$ cat src/rtl/arm7tdmi_alu_mc_pkg.sv
`default_nettype none
// ============================================================================
// Package : arm7tdmi_alu_pkg
// Brief   : Shared opcode/state encodings and flag indices for the execute ALU.
// Rev     : 1.0
// ============================================================================
package arm7tdmi_alu_pkg;

    typedef enum logic [3:0] {
        OP_AND = 4'h0, OP_EOR = 4'h1, OP_SUB = 4'h2, OP_RSB = 4'h3,
        OP_ADD = 4'h4, OP_ADC = 4'h5, OP_SBC = 4'h6, OP_RSC = 4'h7,
        OP_TST = 4'h8, OP_TEQ = 4'h9, OP_CMP = 4'hA, OP_CMN = 4'hB,
        OP_ORR = 4'hC, OP_MOV = 4'hD, OP_BIC = 4'hE, OP_MVN = 4'hF
    } alu_op_e;

    localparam int FLAG_N = 3;
    localparam int FLAG_Z = 2;
    localparam int FLAG_C = 1;
    localparam int FLAG_V = 0;

    typedef enum logic [0:0] {
        IDLE = 1'b0,
        MUL  = 1'b1
    } state_e;

    // Compare/test opcodes (8..B) only produce flags, never a register write.
    function automatic logic is_test_op(input logic [3:0] op);
        return (op[3:2] == 2'b10);
    endfunction

endpackage
`default_nettype wire

$ cat src/rtl/arm7tdmi_alu_mc_if.sv
`default_nettype none
// ============================================================================
// Interface : arm7tdmi_alu_mc_if
// Brief     : Request/response handshake bundle between decode and writeback.
// Rev       : 1.0
// ============================================================================
interface arm7tdmi_alu_mc_if #(
    parameter int DATA_WIDTH = 32
);
    logic                  in_valid;
    logic                  in_ready;
    logic [3:0]            op;
    logic                  mul;
    logic                  accumulate;
    logic                  set_flags;
    logic [DATA_WIDTH-1:0] a;
    logic [DATA_WIDTH-1:0] b;
    logic [DATA_WIDTH-1:0] c;
    logic                  shifter_carry;
    logic                  flags_load;
    logic [3:0]            flags_in;
    logic                  out_valid;
    logic                  out_ready;
    logic [DATA_WIDTH-1:0] result;
    logic                  write_result;
    logic [3:0]            flags;
    logic                  busy;

    modport master (
        output in_valid, op, mul, accumulate, set_flags, a, b, c,
               shifter_carry, flags_load, flags_in, out_ready,
        input  in_ready, out_valid, result, write_result, flags, busy
    );

    modport slave (
        input  in_valid, op, mul, accumulate, set_flags, a, b, c,
               shifter_carry, flags_load, flags_in, out_ready,
        output in_ready, out_valid, result, write_result, flags, busy
    );
endinterface
`default_nettype wire

$ cat src/rtl/arm7tdmi_alu_mc_core.sv
`default_nettype none
// ============================================================================
// Module : arm7tdmi_alu_core
// Brief  : Combinational data-processing unit: result and next NZCV per opcode.
// Rev    : 1.0
// ============================================================================
module arm7tdmi_alu_core
    import arm7tdmi_alu_pkg::*;
#(
    parameter int DATA_WIDTH = 32
) (
    input  alu_op_e               i_op,
    input  logic [DATA_WIDTH-1:0] i_a,
    input  logic [DATA_WIDTH-1:0] i_b,
    input  logic                  i_cin,
    input  logic                  i_shifter_carry,
    input  logic                  i_flag_v,
    output logic [DATA_WIDTH-1:0] o_result,
    output logic [3:0]            o_flags
);
    logic                  w_arith;
    logic [DATA_WIDTH-1:0] w_x;
    logic [DATA_WIDTH-1:0] w_y;
    logic [DATA_WIDTH-1:0] w_logic;
    logic [DATA_WIDTH:0]   w_sum;

    // Subtractions are folded into the adder as x + ~y + cin.
    always_comb begin
        w_arith = 1'b1;
        w_x     = i_a;
        w_y     = i_b;
        w_logic = '0;
        case (i_op)
            OP_ADD, OP_ADC, OP_CMN: begin end
            OP_SUB, OP_SBC, OP_CMP: w_y = ~i_b;
            OP_RSB, OP_RSC: begin
                w_x = i_b;
                w_y = ~i_a;
            end
            OP_AND, OP_TST: begin w_arith = 1'b0; w_logic = i_a & i_b;  end
            OP_EOR, OP_TEQ: begin w_arith = 1'b0; w_logic = i_a ^ i_b;  end
            OP_ORR:         begin w_arith = 1'b0; w_logic = i_a | i_b;  end
            OP_MOV:         begin w_arith = 1'b0; w_logic = i_b;        end
            OP_BIC:         begin w_arith = 1'b0; w_logic = i_a & ~i_b; end
            default:        begin w_arith = 1'b0; w_logic = ~i_b;       end
        endcase
    end

    assign w_sum    = {1'b0, w_x} + {1'b0, w_y} + {{DATA_WIDTH{1'b0}}, i_cin};
    assign o_result = w_arith ? w_sum[DATA_WIDTH-1:0] : w_logic;

    always_comb begin
        o_flags         = '0;
        o_flags[FLAG_N] = o_result[DATA_WIDTH-1];
        o_flags[FLAG_Z] = (o_result == '0);
        o_flags[FLAG_C] = w_arith ? w_sum[DATA_WIDTH] : i_shifter_carry;
        o_flags[FLAG_V] = w_arith ? ((w_x[DATA_WIDTH-1] == w_y[DATA_WIDTH-1]) &&
                                     (w_sum[DATA_WIDTH-1] != w_x[DATA_WIDTH-1]))
                                  : i_flag_v;
    end
endmodule
`default_nettype wire

$ cat src/rtl/arm7tdmi_alu_mc.sv
`default_nettype none
// ============================================================================
// Module : arm7tdmi_alu_mc
// Brief  : ARM7TDMI execute ALU with NZCV register and early-exit iterative MUL/MLA.
// Rev    : 1.0
// ============================================================================
module arm7tdmi_alu_mc
    import arm7tdmi_alu_pkg::*;
#(
    parameter int DATA_WIDTH = 32,
    parameter int MUL_STEP   = 8
) (
    input  logic             clk,
    input  logic             rst,
    arm7tdmi_alu_mc_if.slave bus
);
    localparam int STEPS = DATA_WIDTH / MUL_STEP;
    localparam int CW    = $clog2(STEPS + 1);

    state_e                r_state_q,     w_state_d;
    logic [DATA_WIDTH-1:0] r_acc_q,       w_acc_d;
    logic [DATA_WIDTH-1:0] r_mcand_q,     w_mcand_d;
    logic [DATA_WIDTH-1:0] r_mplier_q,    w_mplier_d;
    logic [CW-1:0]         r_step_q,      w_step_d;
    logic                  r_mul_s_q,     w_mul_s_d;
    logic                  r_out_valid_q, w_out_valid_d;
    logic [DATA_WIDTH-1:0] r_result_q,    w_result_d;
    logic                  r_write_q,     w_write_d;
    logic [3:0]            r_flags_q,     w_flags_d;
    logic                  r_busy_q,      w_busy_d;

    alu_op_e               w_op;
    logic                  w_in_ready;
    logic                  w_accept;
    logic                  w_cin;
    logic [DATA_WIDTH-1:0] w_core_result;
    logic [3:0]            w_core_flags;
    logic [DATA_WIDTH-1:0] w_acc_step;
    logic [DATA_WIDTH-1:0] w_mplier_shift;
    logic                  w_mul_done;

    assign w_op       = alu_op_e'(bus.op);
    assign w_in_ready = (r_state_q == IDLE) && (!r_out_valid_q || bus.out_ready);
    assign w_accept   = bus.in_valid && w_in_ready;

    always_comb begin
        w_cin = 1'b0;
        case (w_op)
            OP_SUB, OP_RSB, OP_CMP: w_cin = 1'b1;
            OP_ADC, OP_SBC, OP_RSC: w_cin = r_flags_q[FLAG_C];
            default:                w_cin = 1'b0;
        endcase
    end

    arm7tdmi_alu_core #(.DATA_WIDTH(DATA_WIDTH)) u_core (
        .i_op            (w_op),
        .i_a             (bus.a),
        .i_b             (bus.b),
        .i_cin           (w_cin),
        .i_shifter_carry (bus.shifter_carry),
        .i_flag_v        (r_flags_q[FLAG_V]),
        .o_result        (w_core_result),
        .o_flags         (w_core_flags)
    );

    // One radix-2^MUL_STEP digit per cycle; products wrap modulo 2^DATA_WIDTH.
    assign w_acc_step     = r_acc_q + r_mcand_q * DATA_WIDTH'(r_mplier_q[MUL_STEP-1:0]);
    assign w_mplier_shift = r_mplier_q >> MUL_STEP;
    assign w_mul_done     = (w_mplier_shift == '0) || (r_step_q == CW'(STEPS - 1));

    always_comb begin
        w_state_d     = r_state_q;
        w_acc_d       = r_acc_q;
        w_mcand_d     = r_mcand_q;
        w_mplier_d    = r_mplier_q;
        w_step_d      = r_step_q;
        w_mul_s_d     = r_mul_s_q;
        w_out_valid_d = r_out_valid_q && !bus.out_ready;
        w_result_d    = r_result_q;
        w_write_d     = r_write_q;
        w_flags_d     = r_flags_q;
        case (r_state_q)
            IDLE: begin
                if (w_accept && bus.mul) begin
                    w_state_d  = MUL;
                    w_acc_d    = bus.accumulate ? bus.c : '0;
                    w_mcand_d  = bus.a;
                    w_mplier_d = bus.b;
                    w_step_d   = '0;
                    w_mul_s_d  = bus.set_flags;
                end else if (w_accept) begin
                    w_out_valid_d = 1'b1;
                    w_result_d    = w_core_result;
                    w_write_d     = !is_test_op(bus.op);
                    if (bus.set_flags) w_flags_d = w_core_flags;
                end
            end
            MUL: begin
                w_acc_d    = w_acc_step;
                w_mcand_d  = r_mcand_q << MUL_STEP;
                w_mplier_d = w_mplier_shift;
                w_step_d   = r_step_q + CW'(1);
                if (w_mul_done) begin
                    w_state_d     = IDLE;
                    w_out_valid_d = 1'b1;
                    w_result_d    = w_acc_step;
                    w_write_d     = 1'b1;
                    if (r_mul_s_q) begin
                        w_flags_d[FLAG_N] = w_acc_step[DATA_WIDTH-1];
                        w_flags_d[FLAG_Z] = (w_acc_step == '0);
                    end
                end
            end
            default: w_state_d = IDLE;
        endcase
        // A direct MSR-style load overrides any ALU flag update on the same edge.
        if (bus.flags_load) w_flags_d = bus.flags_in;
    end

    assign w_busy_d = (w_state_d == MUL);

    always_ff @(posedge clk) begin
        if (rst) begin
            r_state_q     <= IDLE;
            r_acc_q       <= '0;
            r_mcand_q     <= '0;
            r_mplier_q    <= '0;
            r_step_q      <= '0;
            r_mul_s_q     <= 1'b0;
            r_out_valid_q <= 1'b0;
            r_result_q    <= '0;
            r_write_q     <= 1'b0;
            r_flags_q     <= 4'b0000;
            r_busy_q      <= 1'b0;
        end else begin
            r_state_q     <= w_state_d;
            r_acc_q       <= w_acc_d;
            r_mcand_q     <= w_mcand_d;
            r_mplier_q    <= w_mplier_d;
            r_step_q      <= w_step_d;
            r_mul_s_q     <= w_mul_s_d;
            r_out_valid_q <= w_out_valid_d;
            r_result_q    <= w_result_d;
            r_write_q     <= w_write_d;
            r_flags_q     <= w_flags_d;
            r_busy_q      <= w_busy_d;
        end
    end

    assign bus.in_ready     = w_in_ready;
    assign bus.out_valid    = r_out_valid_q;
    assign bus.result       = r_result_q;
    assign bus.write_result = r_write_q;
    assign bus.flags        = r_flags_q;
    assign bus.busy         = r_busy_q;
endmodule
`default_nettype wire

$ cat src/flat_wrapper.sv
// flat-port wrapper written by rule: the top's interface ports become plain ports
module arm7tdmi_alu_mc_flat import arm7tdmi_alu_pkg::*;
#(
    parameter int DATA_WIDTH = 32,
    parameter int MUL_STEP   = 8
)
  (clk, rst, bus_in_valid, bus_op, bus_mul, bus_accumulate, bus_set_flags, bus_a, bus_b, bus_c, bus_shifter_carry, bus_flags_load, bus_flags_in, bus_out_ready, bus_in_ready, bus_out_valid, bus_result, bus_write_result, bus_flags, bus_busy);
  arm7tdmi_alu_mc_if #(.DATA_WIDTH(DATA_WIDTH)) bus_i ();
  input  logic clk;
  input  logic rst;
  input wire logic [$bits(bus_i.in_valid)-1:0] bus_in_valid;
  input wire logic [$bits(bus_i.op)-1:0] bus_op;
  input wire logic [$bits(bus_i.mul)-1:0] bus_mul;
  input wire logic [$bits(bus_i.accumulate)-1:0] bus_accumulate;
  input wire logic [$bits(bus_i.set_flags)-1:0] bus_set_flags;
  input wire logic [$bits(bus_i.a)-1:0] bus_a;
  input wire logic [$bits(bus_i.b)-1:0] bus_b;
  input wire logic [$bits(bus_i.c)-1:0] bus_c;
  input wire logic [$bits(bus_i.shifter_carry)-1:0] bus_shifter_carry;
  input wire logic [$bits(bus_i.flags_load)-1:0] bus_flags_load;
  input wire logic [$bits(bus_i.flags_in)-1:0] bus_flags_in;
  input wire logic [$bits(bus_i.out_ready)-1:0] bus_out_ready;
  output wire logic [$bits(bus_i.in_ready)-1:0] bus_in_ready;
  output wire logic [$bits(bus_i.out_valid)-1:0] bus_out_valid;
  output wire logic [$bits(bus_i.result)-1:0] bus_result;
  output wire logic [$bits(bus_i.write_result)-1:0] bus_write_result;
  output wire logic [$bits(bus_i.flags)-1:0] bus_flags;
  output wire logic [$bits(bus_i.busy)-1:0] bus_busy;
  assign bus_i.in_valid = bus_in_valid;
  assign bus_i.op = bus_op;
  assign bus_i.mul = bus_mul;
  assign bus_i.accumulate = bus_accumulate;
  assign bus_i.set_flags = bus_set_flags;
  assign bus_i.a = bus_a;
  assign bus_i.b = bus_b;
  assign bus_i.c = bus_c;
  assign bus_i.shifter_carry = bus_shifter_carry;
  assign bus_i.flags_load = bus_flags_load;
  assign bus_i.flags_in = bus_flags_in;
  assign bus_i.out_ready = bus_out_ready;
  assign bus_in_ready = bus_i.in_ready;
  assign bus_out_valid = bus_i.out_valid;
  assign bus_result = bus_i.result;
  assign bus_write_result = bus_i.write_result;
  assign bus_flags = bus_i.flags;
  assign bus_busy = bus_i.busy;
  arm7tdmi_alu_mc #(.DATA_WIDTH(DATA_WIDTH), .MUL_STEP(MUL_STEP)) u_core (.clk(clk), .rst(rst), .bus(bus_i));
endmodule
$ cat config.mk
export PLATFORM = sky130hd
export DESIGN_NAME = arm7tdmi_alu_mc_flat
export DESIGN_NICKNAME = d
export VERILOG_FILES = /design/src/rtl/arm7tdmi_alu_mc_pkg.sv /design/src/rtl/arm7tdmi_alu_mc_if.sv /design/src/rtl/arm7tdmi_alu_mc_core.sv /design/src/rtl/arm7tdmi_alu_mc.sv /design/src/flat_wrapper.sv
export SDC_FILE = /design/constraint.sdc
export NUM_CORES = 1
export LEC_CHECK = 0
export ABC_CLOCK_PERIOD_IN_PS = 5300
export BUFFER_PORTS_ARGS = -buffer_cell sky130_fd_sc_hd__buf_2
export CAP_MARGIN = 15
export CORE_MARGIN = 2
export CORE_UTILIZATION = 57
export DETAILED_ROUTE_END_ITERATION = 10
export GPL_TIMING_DRIVEN = 0
export PLACE_DENSITY = 0.8
export SLEW_MARGIN = 10
export SYNTH_ARGS = -nofsm -noshare
export SYNTH_HDL_FRONTEND = slang
export SYNTH_SLANG_ARGS = --single-unit
$ cat constraint.sdc
create_clock -name clk -period 5.3 [get_ports clk]
set_input_delay 0 -clock clk [delete_from_list [all_inputs] [get_ports clk]]
set_output_delay 0 -clock clk [all_outputs]
set_load 0.03 [all_outputs]
### Word-level counts from Yosys, hierarchy flattened

Cells that the tools add are included.

* flip-flop bits (word level): 139
* bits in latches: 0
* bits in writable memories: 0
* memory bits (read-only): 0
* bits of input ports: 113
* output and inout bits: 40
* word-level logic and storage cells: 122
* memories: 0

* add/sub/neg operators: 4
* $mul: 1
* divide/modulo/power cells: 0
* magnitude comparators: 0
* equality and inequality tests: 29
* shift operators: 0
* mux-type cells: 40
* bitwise gates (word level): 7
* reductions and logical operators: 29

Operators with widths (number)
* case mux 32 bit (2 select lines): 5
* 2-to-1 mux 32 bit: 9
* case mux 32 bit (6 select lines): 1
* logical NOT 32 bit: 3
* AND 32 bit: 2
* NOT 32 bit: 2
* adder 32 x 32 -> 33 bit: 1
* adder 33 x 1 -> 33 bit: 1
* adder 32 bit: 1
* multiplier 32 x 8 -> 32 bit: 1
* OR 32 bit: 1
* bitwise XOR 32 bit: 1
* equality test 4 bit (second input constant): 7
* equality test 4 x 3 -> 1 bit (second input constant): 4
* 2-to-1 mux 4 bit: 4
* != test 3 bit (second input constant): 4
* 2-to-1 mux 1 bit: 11
* != test 2 bit (second input constant): 5
* AND reduction 5 bit: 2
* OR reduction 3 bit: 3
* equality test 4 x 2 -> 1 bit (second input constant): 2
* case mux 1 bit (2 select lines): 4
* OR reduction 8 bit: 1
* 2-to-1 mux 2 bit: 3
* other kinds (21): 32

### Depth between registers and ports, before layout

* depth in word-level cells: 13
* depth in mapped cells: 25
* depth with buffers taken out: 23

### Hierarchy

A second synthesis with hierarchy kept.

* cells, all modules: 2478
* area total of the unflattened synthesis: 18960.7 µm²

By module, submodules not included
* arm7tdmi_alu_mc: instances 1, cells an instance 1627, area each 13799.5 µm²
* arm7tdmi_alu_core: instances 1, cells an instance 851, area each 5161.2 µm²

### Least setup slack after synthesis

OpenSTA, ideal clock, no wires.

* path type: register to register
* start: reg u_core.r_mplier_q[3]
* end: reg u_core.r_flags_q[2], in the netlist u_core.bus.flags[2]
* library setup time: 0.077 ns
* data arrival time: 5.708 ns
* data required time: 5.223 ns
* slack: -0.485 ns
* stages on the path, launching flop included: 22
* period minus slack after synthesis: 5.785 ns
* path through: dfxtp_1 clkbuf_1 clkbuf_1 nand2_1 fa_1 fa_1 fa_1 fa_1 inv_1 ha_1 o21ai_0 a21boi_0 o22ai_1 o31ai_1 a31oi_1 xnor2_1 nor3_1 nand2_1 or4b_1 nor4_1 nand4b_1 a41oi_2

* cells in the longest elaborated chain, start to end: 7

Ends and longest elaborated chain
* start, declared: line arm7tdmi_alu_mc.sv:23 `logic [DATA_WIDTH-1:0] r_mplier_q, w_mplier_d;`
* start signal, assigned: line arm7tdmi_alu_mc.sv:139 `r_mplier_q <= w_mplier_d;`
* multiplier 32 x 8 -> 32 bit: line arm7tdmi_alu_mc.sv:67 `assign w_acc_step = r_acc_q + r_mcand_q * DATA_WIDTH'(r_mplier_q[MUL_STEP-1:0]);`
* adder 32 bit: line arm7tdmi_alu_mc.sv:67
* logical NOT 32 bit: line arm7tdmi_alu_mc.sv:110 `w_flags_d[FLAG_Z] = (w_acc_step == '0);`
* 2-to-1 mux 2 bit: line arm7tdmi_alu_mc.sv:108 `if (r_mul_s_q) begin`
* 2-to-1 mux 2 bit: line arm7tdmi_alu_mc.sv:103 `if (w_mul_done) begin`
* case mux 2 bit (2 select lines): line arm7tdmi_alu_mc.sv:82 `case (r_state_q)`
* 2-to-1 mux 4 bit: line arm7tdmi_alu_mc.sv:117 `if (bus.flags_load) w_flags_d = bus.flags_in;`
* end signal, assigned: line arm7tdmi_alu_mc.sv:145 `r_flags_q <= w_flags_d;`
* end, declared: line arm7tdmi_alu_mc.sv:29 `logic [3:0] r_flags_q, w_flags_d;`

No other way between the ends. The select of a mux whose other input is x is not followed.
A chain may end at the register's enable or synchronous reset.

### Worst setup path in the final report

Same ends and word-level chain as after synthesis.

==> results.cfg <==
[run_status]
status = complete, but fails checks
failed_checks = setup timing

[setup_path]
worst_path_max_delay_cell = fa_1
path_class = flip-flop to flip-flop
cp_cell_sequence = buf_6 -> clkbuf_16 -> nand2_1 -> fa_1 -> fa_1 -> fa_1 -> fa_1 -> inv_2 -> ha_4 -> a21o_1 -> a21o_1 -> a221oi_2 -> o31ai_4 -> buf_12 -> a31oi_1 -> xnor2_2 -> nor3_2 -> nand2_1 -> or4b_4 -> nor4_4 -> nand4b_1 -> a41oi_2
crit_family = adder cells
required_ns = 5.66
cp_slowest_stage_delay_ns = 0.52
cp_common_cell = fa_1
worstSetupStartpointType = flip-flop
critPathBufInv = 4
cp.arrival_ns = 6.41
endpoint_kind = flip-flop
cp_max_fo = 8

[floorplanning]
initial_utilization_pct = 57.91
num_io_pins = 153
die_area_sq_um = 32500
die_w_um = 180.3
coreArea_sq_um = 30590
rows = 64
die_h_um = 180.3

[clocking]
cts_buffers = 17
numClockSinks = 139
insertion_delay_ns = 0.43
ctsLongestPathBuffers = 2
htree_num_levels = 4
clkTransAtPathRegs_ns = 0.06
tritoncts = built
cts_root_buffer = clkbuf_16

[global_routing]
grt_max_degree = 20
grtUsageTotal_pct = 44.31
overflow = 0
antenna_found_initial = 3
grt_pass1_wl_um = 111600
grt_pass1_vias = 19840

[sta]
finalHoldViolCount = 0
fin_skew_ns = 0.009806
rsz0062_at_grt = yes
postLayoutSetupSlackWorst_ns = -0.7454
fin_crit_sh_pct = 114.1
max_slew.worst_pin.slew_ns = 1.098
fin_crit_ns = 6.045
slew_viol_final = 0
relSlewSlack_pct = 26.52
setup_viol = 11
max_clock_freq_mhz = 165.4

[layout]
multi_input_area_sq_um = 14160
drive_above_1_share_pct = 17.92
regArea_sq_um = 2833
fillers = 2242
finalCoreUtilization_pct = 71.77
syn2layout_area_growth_pct = 23.94
nets = 3022

[synth]
synth_edf_count = 0
synthesis.area_sq_um = 17710
ys_seq_elements = 139
syn_nets = 2737
yosysSeqAreaShare_pct = 15.71
synth.avg_cell_area_sq_um = 7.602
async_flop_share_pct = 0
ys_warn_count = 0
synth_ff_type = dfxtp_1
synthCells = 2330
ys_top_cells_by_area = fa_1, dfxtp_1, nand2_1
synth_area_leader_cell = fa_1
yosysTopAreaCellShare_pct = 21.25
yosys.cell_types.count = 76

[placed_design]
preCtsSetupSlack_ns = -1.859
dpl.hpwl_um = 54810
place.gp.congestion = 0.9822
port_buffers = 148

[min_path]
hold_path_class = primary input to flip-flop

[routing]
drt_pre_antenna_iters = 9
ant_nets = 0
viasPerCell = 6.615
vias = 20020
wire_per_inst_um = 24.50
drcViolationCount = 0
drt_wl_total_um = 74140
dr.first_iter.drc_count = 2814

[pwr]
switching_power_uw = 1940
cellLeakagePower_uw = 0.008623
seqPwrFrac_pct = 26.9
pwr-share-clk_pct = 27.7
p_sw_share_pct = 41.81
vdd_drop_max_v = 0.0002500
intPower_uw = 2701
power_frac_comb_pct = 45.4
power_density_nw_per_um2 = 211.4

[run]
max_cap_violations = 0
## timing repair
item,CTS,global route
hold buffers,76,0
setup endpoints to repair,36,26
endpoints found under the hold margin,75,0
gates cloned,4,0
gates resized for setup,191,86
pin swaps,78,58
setup buffers,50,15
## worst reg2reg max path, stage by stage (launching register included)
cell	delay, ns
dfxtp_4	0.36
buf_6	0.13
clkbuf_16	0.15
nand2_1	0.07
fa_1	0.48
fa_1	0.52
fa_1	0.51
fa_1	0.52
inv_2	0.05
ha_4	0.23
a21o_1	0.20
a21o_1	0.20
a221oi_2	0.35
o31ai_4	0.14
buf_12	0.16
a31oi_1	0.24
xnor2_2	0.15
nor3_2	0.23
nand2_1	0.12
or4b_4	0.52
nor4_4	0.24
nand4b_1	0.20
a41oi_2	0.22
## area by class of cell
| cell class | instances | share of cell area [%] |
|---|---|---|
| Buffer | 142 | 3.881 |
| Timing Repair Buffer | 292 | 9.461 |
| Clock inverter | 14 | 0.8834 |
| Tap cell | 396 | 2.257 |
| Sequential cell | 139 | 12.90 |
| Antenna cell | 2 | 0.02280 |
| Clock buffer | 18 | 1.955 |
| Inverter | 241 | 4.121 |
| Multi-Input combinational cell | 1782 | 64.52 |
## power groups by stage
stage          clock (uW)  sequential, uW  combinational, uW
6_report             1290            1250               2110
2_1_floorplan           0            1250               1130
3_5_place_dp            0            1220               1770
3_3_place_gp            0            1210               1730
5_1_grt              1320            1250               2240
4_1_cts              1280            1230               1940
## state kept, by name, summed over array words and instances (netlist names)
signal and flops:
u_core.bus.busy 1, u_core.bus.flags 4, u_core.bus.out_valid 1, u_core.bus.result 32, u_core.bus.write_result 1, u_core.r_acc_q 32, u_core.r_mcand_q 32, u_core.r_mplier_q 32
u_core.r_mul_s_q 1, u_core.r_step_q 3
## per-stage QoR
step | hold WS, ns | total power [uW] | cells | setup TNS (ns) | area (sq um)
after floorplan | 0.1360 | 2378 | 2330 | 0 | 17800
after global placement | 0.2608 | 2945 | 2874 | -25.54 | 19030
after detailed placement | 0.2674 | 2988 | 2874 | -26.57 | 19030
after CTS | 0.002376 | 4445 | 3012 | -2.308 | 21550
after global routing | 0.01482 | 4805 | 3025 | -5.491 | 21950
final | 0.007984 | 4641 | 3026 | -3.711 | 21950
## cells by family (layout without fill, tap and decap cells)
family | after synthesis | in the layout | share of synthesized area [%]
simple gates | 758 | 758 | 19.09
compound gates | 656 | 656 | 23.90
buf+inv | 409 | 707 | 8.801
fa+ha+maj | 294 | 294 | 28.73
flops | 139 | 139 | 15.71
xor+xnor | 60 | 60 | 2.967
mux | 14 | 14 | 0.7982
other cells | 0 | 2 | 0
## Yosys cell counts, types with 4 or more instances
cell / n
nand2_1: 405
and2_1: 70
a211oi_1: 29
o22ai_1: 9
a31oi_1: 12
nor2_1: 121
clkbuf_1: 142
fa_1: 188
o21ai_0: 162
buf_1: 14
a221oi_1: 19
nand4_1: 16
inv_1: 240
and3_1: 11
and4_1: 4
a22oi_1: 50
o21bai_1: 14
dfxtp_1: 139
nor3_1: 37
o31ai_1: 10
ha_1: 106
o32ai_1: 14
nand3_1: 34
buf_2: 10
mux2i_1: 13
o221ai_1: 8
o21a_1: 12
a21oi_1: 193
nand2b_1: 15
or2_2: 6
a21o_1: 25
nor4_1: 15
xor2_1: 21
a222oi_1: 11
o211ai_1: 24
o2bb2ai_1: 4
xnor2_1: 39
a2111oi_0: 9
nor2b_1: 9
a32oi_1: 7
o221a_2: 8
## path summary, 6_finish.rpt
path,slack [ns],cells after the start,start,endpoint
worst min register to register,0.45,2,u_core.bus.result[2],u_core.bus.result[2]
worst min-delay path,0.008,3,bus_a[25],u_core.r_mcand_q[25]
worst max-delay path,-0.75,22,u_core.r_mplier_q[3],u_core.bus.flags[2]
worst max register to register,-0.75,22,u_core.r_mplier_q[3],u_core.bus.flags[2]
## cells in the final DEF (no fill, tap or decap), types with 14 or more instances in the layout
master | synthesis | final
dlygate4sd3_1 | 0 | 76
a21oi_2 | 0 | 15
o32ai_1 | 14 | 14
o21ai_0 | 162 | 145
xnor2_1 | 39 | 24
nand4_1 | 16 | 16
clkbuf_1 | 142 | 86
a21oi_1 | 193 | 176
a211oi_1 | 29 | 25
dfxtp_2 | 0 | 22
a21o_1 | 25 | 25
buf_2 | 10 | 158
clkbuf_16 | 0 | 25
nor2_1 | 121 | 117
nand3_1 | 34 | 34
a22oi_1 | 50 | 50
o211ai_1 | 24 | 24
nor3_1 | 37 | 33
xnor2_2 | 0 | 14
ha_1 | 106 | 87
and2_1 | 70 | 66
buf_4 | 1 | 56
dfxtp_1 | 139 | 111
a221oi_1 | 19 | 16
nand2_1 | 405 | 398
inv_1 | 240 | 233
xor2_1 | 21 | 16
fa_1 | 188 | 177
nand2b_1 | 15 | 15
## per-layer routing
layer / routed length, um / global-route usage (%) / part of all wire (%) / vias up
li1: - / - / - / 8532
met1: 25690 / 53.77 / 35 / 9402
met2: 32530 / 69.74 / 44 / 1646
met3: 9781 / 10.77 / 13 / 437
met4: 6140 / 30.23 / 8.3 / 0
met5: 0 / 0 / 0 / -
(Power assumes the default switching activity.)
